===== src/rtl/rc4_pkg.sv =====
// rc4_pkg: shared types and sizes for the RC4 key-schedule blocks.
// Imported by rc4_key_byte_sel and rc4_ksa_shuffle.
package rc4_pkg;

   localparam int S_MEM_DEPTH   = 256;
   localparam int S_ADDR_W      = 8;
   localparam int DEF_KEY_BYTES = 3;

   typedef enum logic [3:0] {
      KSA_IDLE,
      KSA_READ_I,
      KSA_WAIT_I,
      KSA_GET_I,
      KSA_READ_J,
      KSA_WAIT_J,
      KSA_GET_J,
      KSA_WRITE_I,
      KSA_WRITE_J,
      KSA_ADVANCE,
      KSA_DONE
   } ksa_state_t;

   // Width of a key-byte index; never zero so a 1-byte key still has a port.
   function automatic int key_idx_w(input int kb);
      return (kb > 1) ? $clog2(kb) : 1;
   endfunction

endpackage


===== src/rtl/rc4_key_byte_sel.sv =====
// rc4_key_byte_sel: picks key byte k, byte 0 being the MSB of secret_key.
// Shared by the KSA shuffle and the PRGA/decrypt stage.
module rc4_key_byte_sel
   import rc4_pkg::*;
#(
   parameter int KEY_BYTES = DEF_KEY_BYTES
) (
   input  logic [8*KEY_BYTES-1:0]          secret_key,
   input  logic [key_idx_w(KEY_BYTES)-1:0] k,
   output logic [7:0]                      key_byte
);

   // Plain mux over the key bytes; out-of-range k selects zero.
   always_comb begin
      key_byte = '0;
      for (int n = 0; n < KEY_BYTES; n++) begin
         if (int'(k) == n) begin
            key_byte = secret_key[8*(KEY_BYTES-1-n) +: 8];
         end
      end
   end

endmodule


===== src/rtl/rc4_ksa_shuffle.sv =====
// rc4_ksa_shuffle: RC4 key-scheduling shuffle over a single-port S-memory.
// Optional macro RC4_KSA_SKIP_SELF_SWAP_EN: skip both writes when j == i.
module rc4_ksa_shuffle
   import rc4_pkg::*;
#(
   parameter int KEY_BYTES = DEF_KEY_BYTES
) (
   input  logic                   CLOCK_50,
   input  logic                   reset_n,
   input  logic                   start,
   input  logic                   abort,
   input  logic [8*KEY_BYTES-1:0] secret_key,
   input  logic [7:0]             mem_rdata,
   output logic [S_ADDR_W-1:0]    mem_addr,
   output logic [7:0]             mem_wdata,
   output logic                   mem_wren,
   output logic                   busy,
   output logic                   done
);

   localparam int K_W = key_idx_w(KEY_BYTES);
   localparam logic [K_W-1:0] K_LAST = K_W'(KEY_BYTES-1);
   localparam logic [S_ADDR_W-1:0] I_LAST = S_ADDR_W'(S_MEM_DEPTH-1);

   ksa_state_t state;
   logic [S_ADDR_W-1:0] i;
   logic [S_ADDR_W-1:0] j;
   logic [K_W-1:0] k;
   logic [7:0] si;
   logic [7:0] sj;
   logic [7:0] key_byte;
   logic [7:0] j_next;
   logic wren_q;

   rc4_key_byte_sel #(
      .KEY_BYTES (KEY_BYTES)
   ) u_key_sel (
      .secret_key (secret_key),
      .k          (k),
      .key_byte   (key_byte)
   );

   assign j_next = j + mem_rdata + key_byte;

   // sj doubles as the write-data register: s[j] for WRITE_I, then s[i].
   assign mem_wdata = sj;

   // Abort must stop a write already presented this cycle.
   assign mem_wren = wren_q & ~abort;

   // Sequencer FSM, counters and registered memory-side outputs.
   always_ff @(posedge CLOCK_50 or negedge reset_n) begin
      if (!reset_n) begin
         state    <= KSA_IDLE;
         i        <= '0;
         j        <= '0;
         k        <= '0;
         si       <= '0;
         sj       <= '0;
         mem_addr <= '0;
         wren_q   <= 1'b0;
         busy     <= 1'b0;
         done     <= 1'b0;
      end else if (abort) begin
         state    <= KSA_IDLE;
         i        <= '0;
         j        <= '0;
         k        <= '0;
         si       <= '0;
         sj       <= '0;
         mem_addr <= '0;
         wren_q   <= 1'b0;
         busy     <= 1'b0;
         done     <= 1'b0;
      end else begin
         case (state)
            KSA_IDLE, KSA_DONE: begin
               if (start) begin
                  i        <= '0;
                  j        <= '0;
                  k        <= '0;
                  mem_addr <= '0;
                  busy     <= 1'b1;
                  done     <= 1'b0;
                  state    <= KSA_READ_I;
               end
            end
            KSA_READ_I: state <= KSA_WAIT_I;
            KSA_WAIT_I: state <= KSA_GET_I;
            KSA_GET_I: begin
               si       <= mem_rdata;
               j        <= j_next;
               mem_addr <= j_next;
`ifdef RC4_KSA_SKIP_SELF_SWAP_EN
               state    <= (j_next == i) ? KSA_ADVANCE : KSA_READ_J;
`else
               state    <= KSA_READ_J;
`endif
            end
            KSA_READ_J: state <= KSA_WAIT_J;
            KSA_WAIT_J: state <= KSA_GET_J;
            KSA_GET_J: begin
               sj       <= mem_rdata;
               mem_addr <= i;
               wren_q   <= 1'b1;
               state    <= KSA_WRITE_I;
            end
            KSA_WRITE_I: begin
               sj       <= si;
               mem_addr <= j;
               state    <= KSA_WRITE_J;
            end
            KSA_WRITE_J: begin
               wren_q <= 1'b0;
               state  <= KSA_ADVANCE;
            end
            KSA_ADVANCE: begin
               if (i == I_LAST) begin
                  busy  <= 1'b0;
                  done  <= 1'b1;
                  state <= KSA_DONE;
               end else begin
                  i        <= i + 8'd1;
                  k        <= (k == K_LAST) ? '0 : k + K_W'(1);
                  mem_addr <= i + 8'd1;
                  state    <= KSA_READ_I;
               end
            end
            default: state <= KSA_IDLE;
         endcase
      end
   end

endmodule


===== config.mk =====
export PLATFORM = sky130hd
export DESIGN_NAME = rc4_ksa_shuffle
export DESIGN_NICKNAME = d
export VERILOG_FILES = /design/src/rtl/rc4_pkg.sv /design/src/rtl/rc4_key_byte_sel.sv /design/src/rtl/rc4_ksa_shuffle.sv
export SDC_FILE = /design/constraint.sdc
export NUM_CORES = 1
export LEC_CHECK = 0
export BUFFER_PORTS_ARGS = -buffer_cell sky130_fd_sc_hd__buf_2
export CAP_MARGIN = 20
export CORE_AREA = 3 3 92 94
export CTS_CLUSTER_SIZE = 40
export DETAILED_ROUTE_END_ITERATION = 8
export DIE_AREA = 0 0 95 97
export GPL_TIMING_DRIVEN = 0
export HOLD_SLACK_MARGIN = 0.15
export REMOVE_ABC_BUFFERS = 1
export SLEW_MARGIN = 20
export SYNTH_ARGS = -nofsm -noshare
export SYNTH_HDL_FRONTEND = slang
export SYNTH_SLANG_ARGS = --single-unit

===== constraint.sdc =====
create_clock -name CLOCK_50 -period 3.3 [get_ports CLOCK_50]
set_input_delay 0.33 -clock CLOCK_50 [delete_from_list [all_inputs] [get_ports CLOCK_50]]
set_output_delay 0.33 -clock CLOCK_50 [all_outputs]
set_load 0.05 [all_outputs]

==> results of run 1 <==
-- tightest hold or removal path, delay by kind of cell --
kind,cells,cell delay (ns)
and+or+nand+nor,1,0.05
buffers and inverters,1,0.12
AOI/OAI and AO/OA,1,0.05
-- sequential cells by signal (all words and copies together) (netlist names) --
register / cells
busy: 1
done: 1
i: 8
j: 8
k: 2
mem_addr: 8
mem_wdata: 8
si: 8
state: 4
wren_q: 1
-- kinds of logic (layout without fill, tap and decap cells) --
family | after synthesis | after routing | share of synthesized area [%]
buffers and inverters | 34 | 76 | 4.57
flip-flops | 49 | 49 | 40.0
AO/OA/AOI/OAI | 109 | 109 | 23.1
multiplexers | 11 | 11 | 3.59
XOR/XNOR | 12 | 12 | 3.43
AND/OR/NAND/NOR | 118 | 118 | 17.2
adder cells (fa/ha/maj) | 15 | 15 | 8.08
-- synth_stat cells, types with 2 or more instances --
| master | instances |
|---|---|
| nor3_1 | 6 |
| nand2_1 | 62 |
| o22ai_1 | 3 |
| buf_1 | 2 |
| nand2b_1 | 5 |
| o31ai_1 | 6 |
| buf_2 | 4 |
| a22oi_1 | 3 |
| xor2_1 | 5 |
| or3_1 | 3 |
| o21ai_0 | 22 |
| a21o_1 | 5 |
| nor2b_1 | 6 |
| a22o_1 | 9 |
| fa_1 | 8 |
| and2_1 | 2 |
| o41ai_1 | 2 |
| a21oi_1 | 30 |
| o221ai_1 | 9 |
| inv_1 | 13 |
| nand3_1 | 8 |
| mux2i_1 | 11 |
| xnor2_1 | 7 |
| a221oi_1 | 2 |
| nor2_1 | 19 |
| and3_1 | 2 |
| ha_1 | 7 |
| a221o_1 | 2 |
| dfrtp_1 | 49 |
| o21ai_1 | 7 |
| a211oi_1 | 2 |
| clkbuf_1 | 14 |
-- metrics by stage --
stage          hold slack, ns  setup WS [ns]
4_1_cts                 0.278         0.0285
3_5_place_dp            0.400        -0.0854
6_report                0.281          0.238
2_1_floorplan          0.0344          0.394
5_1_grt                 0.286         0.0303
3_3_place_gp            0.465        -0.0757
-- per-layer routing --
| metal | global-route usage [%] | vias up | wire length [µm] |
|---|---|---|---|
| li1 | - | 1322 | - |
| met1 | 25.2 | 1309 | 3620 |
| met2 | 29.2 | 80 | 3770 |
| met3 | 3.27 | 16 | 452 |
| met4 | 7.21 | 0 | 187 |
| met5 | 0 | - | 0 |
-- cell usage in the layout, fill, tap and decap left out, types with 2 or more instances in the layout --
| master | netlist | routed |
|---|---|---|
| nand2_1 | 62 | 62 |
| buf_2 | 4 | 53 |
| dfrtp_1 | 49 | 47 |
| a21oi_1 | 30 | 30 |
| o21ai_0 | 22 | 22 |
| nor2_1 | 19 | 19 |
| inv_1 | 13 | 13 |
| mux2i_1 | 11 | 11 |
| o221ai_1 | 9 | 9 |
| a22o_1 | 9 | 9 |
| nand3_1 | 8 | 8 |
| fa_1 | 8 | 8 |
| o21ai_1 | 7 | 7 |
| xnor2_1 | 7 | 7 |
| ha_1 | 7 | 7 |
| o31ai_1 | 6 | 6 |
| nor2b_1 | 6 | 5 |
| nor3_1 | 6 | 5 |
| nand2b_1 | 5 | 5 |
| xor2_1 | 5 | 5 |
| a21o_1 | 5 | 5 |
| clkbuf_8 | 0 | 5 |
| or3_1 | 3 | 3 |
| o22ai_1 | 3 | 3 |
| a22oi_1 | 3 | 3 |
| clkbuf_1 | 14 | 3 |
| and2_1 | 2 | 2 |
| and3_1 | 2 | 2 |
| a211oi_1 | 2 | 2 |
| a221o_1 | 2 | 2 |
| o41ai_1 | 2 | 2 |
| a221oi_1 | 2 | 2 |
| dfrtp_2 | 0 | 2 |
-- what timing repair did --
item | CTS | global route
resized for setup | 1 | 5
endpoints found under the hold margin | 49 | 0
pin swaps | 0 | 0
hold buffers | 1 | 0
endpoints found under the setup margin | 3 | 14
-- area by class of cell --
class | instances | area, µm²
clock buffer | 8 | 80.1
fill | 776 | 4240
inverter | 13 | 48.8
multi-input combinational | 265 | 1720
sequential | 49 | 1230
tap | 102 | 128
timing repair buffer | 55 | 283
-- power by group through the flow --
stage	Clock, mW	Sequential [mW]	Combinational (mW)
after CTS	0.361	0.631	0.220
final	0.350	0.631	0.220
after floorplan	0	0.644	0.127
after detailed placement	0	0.643	0.217
after global routing	0.383	0.634	0.246
after global placement	0	0.643	0.214
-- how the worst max path moves through the flow --
stage	startpoint	to	slack (ns)	cells after the start
floorplan	k[0]$_DFFE_PN0P_	mem_addr[6]$_DFFE_PN0P_	0.39	11
global placement	k[0]$_DFFE_PN0P_	mem_addr[5]$_DFFE_PN0P_	-0.08	12
detailed placement	k[0]$_DFFE_PN0P_	mem_addr[5]$_DFFE_PN0P_	-0.09	12
CTS	k[0]$_DFFE_PN0P_	mem_addr[5]$_DFFE_PN0P_	0.03	12
global route	k[0]$_DFFE_PN0P_	mem_addr[7]$_DFFE_PN0P_	0.03	12
finish	k[0]$_DFFE_PN0P_	mem_addr[7]$_DFFE_PN0P_	0.24	12
==> flow_metrics.py, run 1 <==
metrics = {
    "setup_path": {
        "arrival_ns": 3.30,
        "crit_top_cell": "fa_1",
        "path_class": "register to register",
        "end_kind": "register",
        "path_max_fanout": 12,
        "critical_path.top_delay_family": "adder cells",
        "path_cells": "mux2i_1, o21ai_0, fa_1, ha_1, inv_1, fa_1, nor2b_1, o31ai_1, a21oi_1, xnor2_1, nand3_1, nand2_1",
        "crit_buf_inv": 1,
        "cp_slowest_stage_delay_ns": 0.57,
        "startpoint_type": "register",
        "reg2reg_to": "mem_addr[7]$_DFFE_PN0P_",
        "slowest_stage": "dfrtp_2",
        "r2r_cells": 12,
        "reg2reg_slack_ns": 0.24,
        "r2r_start": "k[0]$_DFFE_PN0P_",
        "cp.required_ns": 3.54,
    },
    "floorplanning": {
        "ios": 55,
        "start_util_pct": 39.7,
        "die_w_um": 95,
        "die-area_um2": 9220,
        "core_um2": 7730,
        "rows": 32,
        "die_y_um": 97,
    },
    "logic_synthesis": {
        "avgSynthCellArea_um2": 8.81,
        "seq_area_frac_synth_pct": 40.0,
        "synth_edf_count": 0,
        "yosysTopAreaCell": "dfrtp_1",
        "yosys.cell_types.count": 45,
        "ys_ff_latch": 49,
        "synth_top_area_share_pct": 40.0,
        "ys_top_cells_by_area": "dfrtp_1, nand2_1, fa_1",
        "syn_inst": 348,
        "async_flop_share_pct": 100,
        "ys_warn_count": 0,
        "synth_flop_cell": "dfrtp_1",
        "synth_area_um2": 3070,
    },
    "power": {
        "powerDensity_nw_per_um2": 345,
        "ir_worst_vdd_mv": 0.160,
        "p_total_mw": 1.20,
        "p_int_mw": 0.848,
        "clock_power_share_pct": 29.2,
        "power.leakage_nw": 1.56,
        "swShare_pct": 29.4,
        "p_comb_share_pct": 18.3,
        "p_seq_share_pct": 52.6,
        "p_sw_mw": 0.353,
    },
    "final_layout": {
        "finalNetCount": 440,
        "syn2layout_area_growth_pct": 13.7,
        "stdcell_area_um2": 3480,
        "final_cells": 492,
        "drive_gt1_share_pct": 16.7,
        "final_util_pct": 45.1,
        "antenna_cells": 0,
    },
    "sta": {
        "clock_skew_ns": 0.00324,
        "fmax_ghz": 0.327,
        "period_share_pct": 92.8,
        "rsz0062_at_grt": "no",
        "tns_ns": 0,
        "tightest_slew_ns": 1.06,
        "final_hold_viol_count": 0,
        "setup_viol": 0,
        "max_slew_margin_pct": 28.5,
        "period_needed_ns": 3.06,
        "drv_slew": 0,
    },
    "grt": {
        "antenna_found_initial": 0,
        "grt_max_degree": 50,
        "grt_pass1_vias": 2768,
        "overflow": 0,
        "grt_usage_pct": 18.6,
        "grt_pass1_wl_um": 13600,
    },
    "hold_path": {
        "hold_path_depth": 3,
        "hp-start": "mem_rdata[3]",
        "hold_class": "primary input to register",
        "hold_end": "si[3]$_DFFE_PN0P_",
    },
    "drt": {
        "routed_wl_um": 8030,
        "dr.pass1.iters": 4,
        "first_iter_violations": 139,
        "drtAntennaViolNets": 0,
        "wl_per_cell_um": 16.3,
        "routed_via_density": 5.54,
        "num_vias": 2727,
        "drc_errors": 0,
    },
    "clock_network": {
        "cts_sinks": 49,
        "postCtsSetupBuffers": 0,
        "clkLatencyLatePin_ns": 0.31,
        "clock_path_buffers": 2,
        "clk_pin_slew_ns": 0.09,
        "cts_root_buffer": "clkbuf_8",
        "cts_tree": "done",
        "cts_made_buffers": 5,
        "htreeDepth": 2,
    },
    "run": {
        "drv_cap": 0,
    },
    "placement": {
        "gp_congestion": 0.778,
        "place_area_um2": 3380,
        "placed_cells": 483,
        "portBuffers": 54,
        "dp_hpwl_um": 5950,
    },
    "status": {
        "status": "finished, final reports clean",
    },
}
No activity file was read; power rests on OpenSTA's default activity.
==> run 2, diff against run 1 <==
Settings changed: CORE_AREA 3 3 92 94 to 4 4 93 95, DIE_AREA 0 0 95 97 to 0 0 97 99.
==> run 2 against run 1 <==
  * Worst setup slack improved by 0.012 ns
  * Routed wire length increased by 1.4%
  * Core utilization increased by 0.097 points
  * Combinational power about the same
  * First-iteration DRC count increased by 78%
  * Highest routed layer unchanged
  * Final cell count increased by 0.20%
  * Register-to-register slack about the same
==> flow_metrics.py, run 2 (synthesis gave the netlist of run 1 again) <==
metrics = {
    "status": {
        "status": "finished, final reports clean",
    },
    "drt": {
        "num_vias": 2699,
        "routed_via_density": 5.47,
        "wl_per_cell_um": 16.5,
        "dr.pass1.iters": 5,
        "routed_wl_um": 8150,
        "drtAntennaViolNets": 0,
        "first_iter_violations": 247,
        "drc_errors": 0,
    },
    "power": {
        "p_int_mw": 0.844,
        "power.leakage_nw": 1.57,
        "p_comb_share_pct": 18.0,
        "ir_worst_vdd_mv": 0.186,
        "clock_power_share_pct": 29.7,
        "p_seq_share_pct": 52.3,
        "powerDensity_nw_per_um2": 346,
        "p_sw_mw": 0.364,
        "swShare_pct": 30.2,
    },
    "grt": {
        "overflow": 0,
        "grt_max_degree": 50,
        "grt_pass1_wl_um": 13700,
        "grt_usage_pct": 17.4,
        "grt_pass1_vias": 2647,
        "antenna_found_initial": 0,
    },
    "sta": {
        "period_needed_ns": 3.05,
        "rsz0062_at_grt": "yes",
        "period_share_pct": 92.4,
        "fmax_ghz": 0.328,
        "drv_slew": 0,
        "holdWs_ns": 0.279,
        "final_hold_viol_count": 0,
        "setup_viol": 0,
        "tightest_slew_ns": 0.875,
        "clock_skew_ns": 0.0109,
        "max_slew_margin_pct": 41.7,
    },
    "clock_network": {
        "postCtsSetupBuffers": 0,
        "cts_sinks": 49,
        "cts_root_buffer": "clkbuf_8",
        "clkLatencyLatePin_ns": 0.31,
        "cts_made_buffers": 5,
        "clock_path_buffers": 2,
        "htreeDepth": 2,
        "clk_pin_slew_ns": 0.10,
        "cts_tree": "done",
    },
    "final_layout": {
        "final_cell_mix": "nand2_1, buf_2, dfrtp_1, a21oi_1, o21ai_0",
        "layout_commonest_cell": "nand2_1",
        "antenna_cells": 0,
        "drive_gt1_share_pct": 17.4,
        "stdcell_area_um2": 3490,
        "syn2layout_area_growth_pct": 13.9,
        "finalNetCount": 441,
    },
    "setup_path": {
        "cp.required_ns": 3.53,
        "path_max_fanout": 12,
        "arrival_ns": 3.28,
        "reg2reg_slack_ns": 0.25,
        "crit_top_cell": "fa_1",
        "cp_slowest_stage_delay_ns": 0.54,
        "startpoint_type": "register",
        "path_cells": "nor2b_4, nand2_1, o21ai_0, fa_1, ha_1, inv_1, fa_1, nor2b_1, o31ai_1, a21boi_0, a21oi_1, o21ai_1",
        "end_kind": "register",
        "path_class": "register to register",
        "slowest_stage": "dfrtp_2",
    },
    "placement": {
        "gp_congestion": 0.811,
        "dp_hpwl_um": 5910,
        "place_area_um2": 3380,
        "portBuffers": 54,
    },
    "hold_path": {
        "hold_class": "primary input to register",
    },
    "floorplanning": {
        "die-area_um2": 9600,
        "die_y_um": 99,
        "core_um2": 7730,
        "die_w_um": 97,
        "start_util_pct": 39.7,
        "ios": 55,
        "rows": 32,
    },
    "run": {
        "drv_cap": 0,
    },
}
-- run 2: cell types whose count changed in the layout (fill, tap and decap cells not counted), sizes merged --
cell    delta
clkinv     +2
clkbuf     -1
-- run 2: layout make-up --
type                    instances  area, µm²
fillers                       771       4240
multi-input cells             265       1720
flip-flops and latches         49       1230
repair buffers                 56        288
well taps                     102        128
clock buffers                   6       72.6
inverters                      13       48.8
clock inverters                 2       10.0
-- run 2: worst max-delay path: cells and delay by family, from the launching register on --
| family | cells | cell delay [ns] |
|---|---|---|
| compound gates | 5 | 1.05 |
| fa+ha+maj | 3 | 0.92 |
| flops | 1 | 0.54 |
| simple gates | 3 | 0.37 |
| buf+inv | 1 | 0.07 |
-- run 2: worst paths after layout --
kind	from	to	depth (start not counted)
worst max register to register	k[0]$_DFFE_PN0P_	mem_addr[5]$_DFFE_PN0P_	12
worst min register to register	mem_addr[0]$_DFFE_PN0P_	mem_addr[0]$_DFFE_PN0P_	2
worst max-delay path	k[0]$_DFFE_PN0P_	mem_addr[5]$_DFFE_PN0P_	12
worst min-delay path	mem_rdata[3]	si[3]$_DFFE_PN0P_	3
min in group asynchronous	reset_n	i[2]$_DFFE_PN0P_	2
max in group asynchronous	reset_n	k[0]$_DFFE_PN0P_	2
-- run 2: metal layers --
layer	vias up	part of all wire (%)	track usage, %
met1	1285	47	24.4
met5	-	0	0
met2	90	46	27.4
met3	8	5.7	3.61
li1	1316	-	-
met4	0	1.2	4.86
-- run 2: power groups by stage --
stage | Clock [mW] | Combinational, mW | Sequential (mW)
floorplan | 0 | 0.127 | 0.644
global placement | 0 | 0.214 | 0.643
detailed placement | 0 | 0.217 | 0.643
CTS | 0.363 | 0.220 | 0.631
global route | 0.394 | 0.244 | 0.635
finish | 0.358 | 0.218 | 0.632
-- run 2: stage by stage --
stage	utilization (%)	cells	power (mW)	setup TNS, ns	setup WS [ns]
after detailed placement	43.7	483	0.860	-0.179	-0.109
final	45.2	493	1.21	0	0.251
after floorplan	-	327	0.771	0	0.394
after global routing	45.2	493	1.27	-0.150	-0.0768
after CTS	45.0	492	1.21	0	0.130
after global placement	43.6	483	0.857	-0.105	-0.0709
-- run 2: repair_timing --
action / CTS / global route
endpoints found under the hold margin: 49 / 0
hold buffers: 1 / 0
gates resized for setup: 3 / 2
setup endpoints to repair: 4 / 15
==> run 3, diff against run 2 <==
Settings changed: BUFFER_PORTS_ARGS -buffer_cell sky130_fd_sc_hd__buf_2 to unset, CORE_AREA 4 4 93 95 to 4 4 79 81, DIE_AREA 0 0 97 99 to 0 0 83 85, DONT_BUFFER_PORTS set to 1, PLACE_DENSITY set to 0.71.
==> run 3 against run 2 <==
  * Design area shrank 4.3%
  * Sequential cell count is the same
  * Non-clock buffer count shrank 43
  * Clock power increased by 24%
  * Routed wire length decreased by 5.3%
  * Worst setup slack better by 0.010 ns
  * Die area fell by 27%
  * Combinational power decreased by 12%
  * Largest cell class unchanged
  * Sequential power increased by 1%
  * Global-route usage up 4.9 points
  * Hold slack got worse by 0.10 ns
==> flow_metrics.py, run 3 (synthesis gave the netlist of run 1 again) <==
metrics = {
    "status": {
        "status": "finished, final reports clean",
    },
    "power": {
        "ir_worst_vdd_mv": 0.216,
        "p_sw_mw": 0.359,
        "p_int_mw": 0.917,
        "p_comb_share_pct": 15.0,
        "p_total_mw": 1.28,
        "swShare_pct": 28.1,
        "powerDensity_nw_per_um2": 382,
        "power.leakage_nw": 1.39,
        "clock_power_share_pct": 34.9,
        "p_seq_share_pct": 50.1,
    },
    "floorplanning": {
        "core_um2": 5470,
        "die-area_um2": 7060,
        "die_y_um": 85,
        "die_w_um": 83,
        "start_util_pct": 56.0,
        "rows": 27,
        "ios": 55,
    },
    "sta": {
        "tightest_slew_ns": 0.992,
        "fmax_ghz": 0.329,
        "holdWs_ns": 0.177,
        "drv_slew": 0,
        "max_slew_margin_pct": 33.3,
        "period_share_pct": 92.1,
        "rsz0062_at_grt": "no",
        "period_needed_ns": 3.04,
        "final_hold_viol_count": 0,
        "tns_ns": 0,
        "clock_skew_ns": 0.0103,
        "setup_viol": 0,
    },
    "hold_path": {
        "hold_class": "primary input to register",
    },
    "setup_path": {
        "reg2reg_to": "mem_addr[6]$_DFFE_PN0P_",
        "arrival_ns": 3.23,
        "end_kind": "register",
        "startpoint_type": "register",
        "r2r_start": "k[0]$_DFFE_PN0P_",
        "cp.required_ns": 3.49,
        "r2r_cells": 11,
        "path_class": "register to register",
        "crit_end": "mem_addr[6]$_DFFE_PN0P_",
        "path_max_fanout": 12,
        "crit_start": "k[0]$_DFFE_PN0P_",
        "reg2reg_slack_ns": 0.26,
    },
    "clock_network": {
        "cts_tree": "done",
        "clock_path_buffers": 2,
        "clkLatencyLatePin_ns": 0.31,
        "cts_made_buffers": 5,
        "htreeDepth": 2,
        "clk_pin_slew_ns": 0.09,
        "cts_sinks": 49,
        "cts_root_buffer": "clkbuf_8",
    },
    "placement": {
        "portBuffers": 0,
        "gp_congestion": 0.864,
        "dp_hpwl_um": 5350,
    },
    "drt": {
        "dr.pass1.iters": 4,
        "routed_wl_um": 7710,
        "drtAntennaViolNets": 0,
        "wl_per_cell_um": 18.4,
        "routed_via_density": 6.16,
        "num_vias": 2586,
        "first_iter_violations": 154,
        "drc_errors": 0,
    },
    "grt": {
        "overflow": 0,
        "grt_max_degree": 50,
        "grt.busiest_layer": "met2",
        "grt_pass1_wl_um": 12800,
        "antenna_found_initial": 0,
        "grt_pass1_vias": 2475,
        "use_met3_pct": 4.76,
        "grt_use_met2_pct": 37.1,
        "use_met1_pct": 30.0,
        "grt_usage_pct": 22.3,
    },
    "final_layout": {
        "drive_gt1_share_pct": 5.17,
        "finalNetCount": 398,
        "syn2layout_area_growth_pct": 9.02,
        "layout_commonest_cell": "nand2_1",
        "fillers": 475,
        "final_cell_mix": "nand2_1, dfrtp_1, a21oi_1, o21ai_0, nor2_1",
        "antenna_cells": 0,
    },
    "run": {
        "drv_cap": 0,
    },
}
-- run 3: cell types whose count changed in the layout (fill, tap and decap cells not counted), sizes merged --
| cell | previous run | this run |
|---|---|---|
| clkbuf | 7 | 5 |
| buf | 54 | 4 |
| clkinv | 2 | 1 |
| bufinv | 0 | 1 |
| dlygate4sd3 | 1 | 9 |
| clkinvlp | 0 | 1 |
-- run 3: final cells by class --
type	instances	area (µm²)	area share (%)
Tap cell	72	90.1	2.70
Timing Repair Buffer	13	140	4.19
Inverter	13	48.8	1.46
Multi-Input combinational cell	265	1720	51.4
Clock inverter	3	46.3	1.39
Sequential cell	49	1230	36.8
Clock buffer	5	68.8	2.06
-- run 3: routing by layer --
layer  wire length (µm)  part of all wire, %
met1               3370                   44
met2               3820                   49
met3                451                  5.8
met4                 74                 0.96
met5                  0                    0
-- run 3: per-stage QoR --
stage               instance area [µm²]  util, %  std cells  setup WS (ns)
finish                             3340     61.1        420          0.261
CTS                                3310     60.5        417        0.00882
global placement                   3060     56.0        399        -0.0691
detailed placement                 3070     56.1        399         -0.123
global route                       3340     61.1        420        0.00832
floorplan                          2970        -        327          0.394
-- run 3: timing repair --
item,CTS,global route
gates resized for setup,2,6
cloned,0,0
setup endpoints to repair,3,16
setup buffers,0,3
hold buffers,10,0
endpoints found under the hold margin,71,0
-- run 3: worst min path at each step --
stage / slack (ns) / endpoint / depth (start not counted) / startpoint
after global routing: 0.15 / si[0]$_DFFE_PN0P_ / 2 / mem_rdata[0]
final: 0.18 / si[0]$_DFFE_PN0P_ / 2 / mem_rdata[0]
after global placement: 0.04 / k[0]$_DFFE_PN0P_ / 0 / reset_n
after CTS: 0.15 / si[0]$_DFFE_PN0P_ / 2 / mem_rdata[0]
after floorplan: 0.03 / busy$_DFFE_PN0P_ / 0 / reset_n
after detailed placement: 0.04 / k[1]$_DFFE_PN0P_ / 0 / reset_n
-- run 3: power groups by stage --
| stage | clock, mW | sequential (mW) | combinational (mW) |
|---|---|---|---|
| floorplan | 0 | 0.644 | 0.127 |
| global placement | 0 | 0.650 | 0.157 |
| detailed placement | 0 | 0.651 | 0.159 |
| CTS | 0.452 | 0.639 | 0.191 |
| global route | 0.482 | 0.642 | 0.214 |
| finish | 0.445 | 0.639 | 0.192 |
-- run 3: worst max-delay path, cell delays in order (launching register included) --
cell	delay (ns)
dfrtp_4	0.59
nor2b_4	0.18
nand2_1	0.07
o21ai_1	0.12
fa_1	0.49
ha_1	0.34
a211oi_1	0.24
o21bai_1	0.11
a21oi_1	0.17
xor2_1	0.20
nor3_1	0.10
a221o_1	0.30
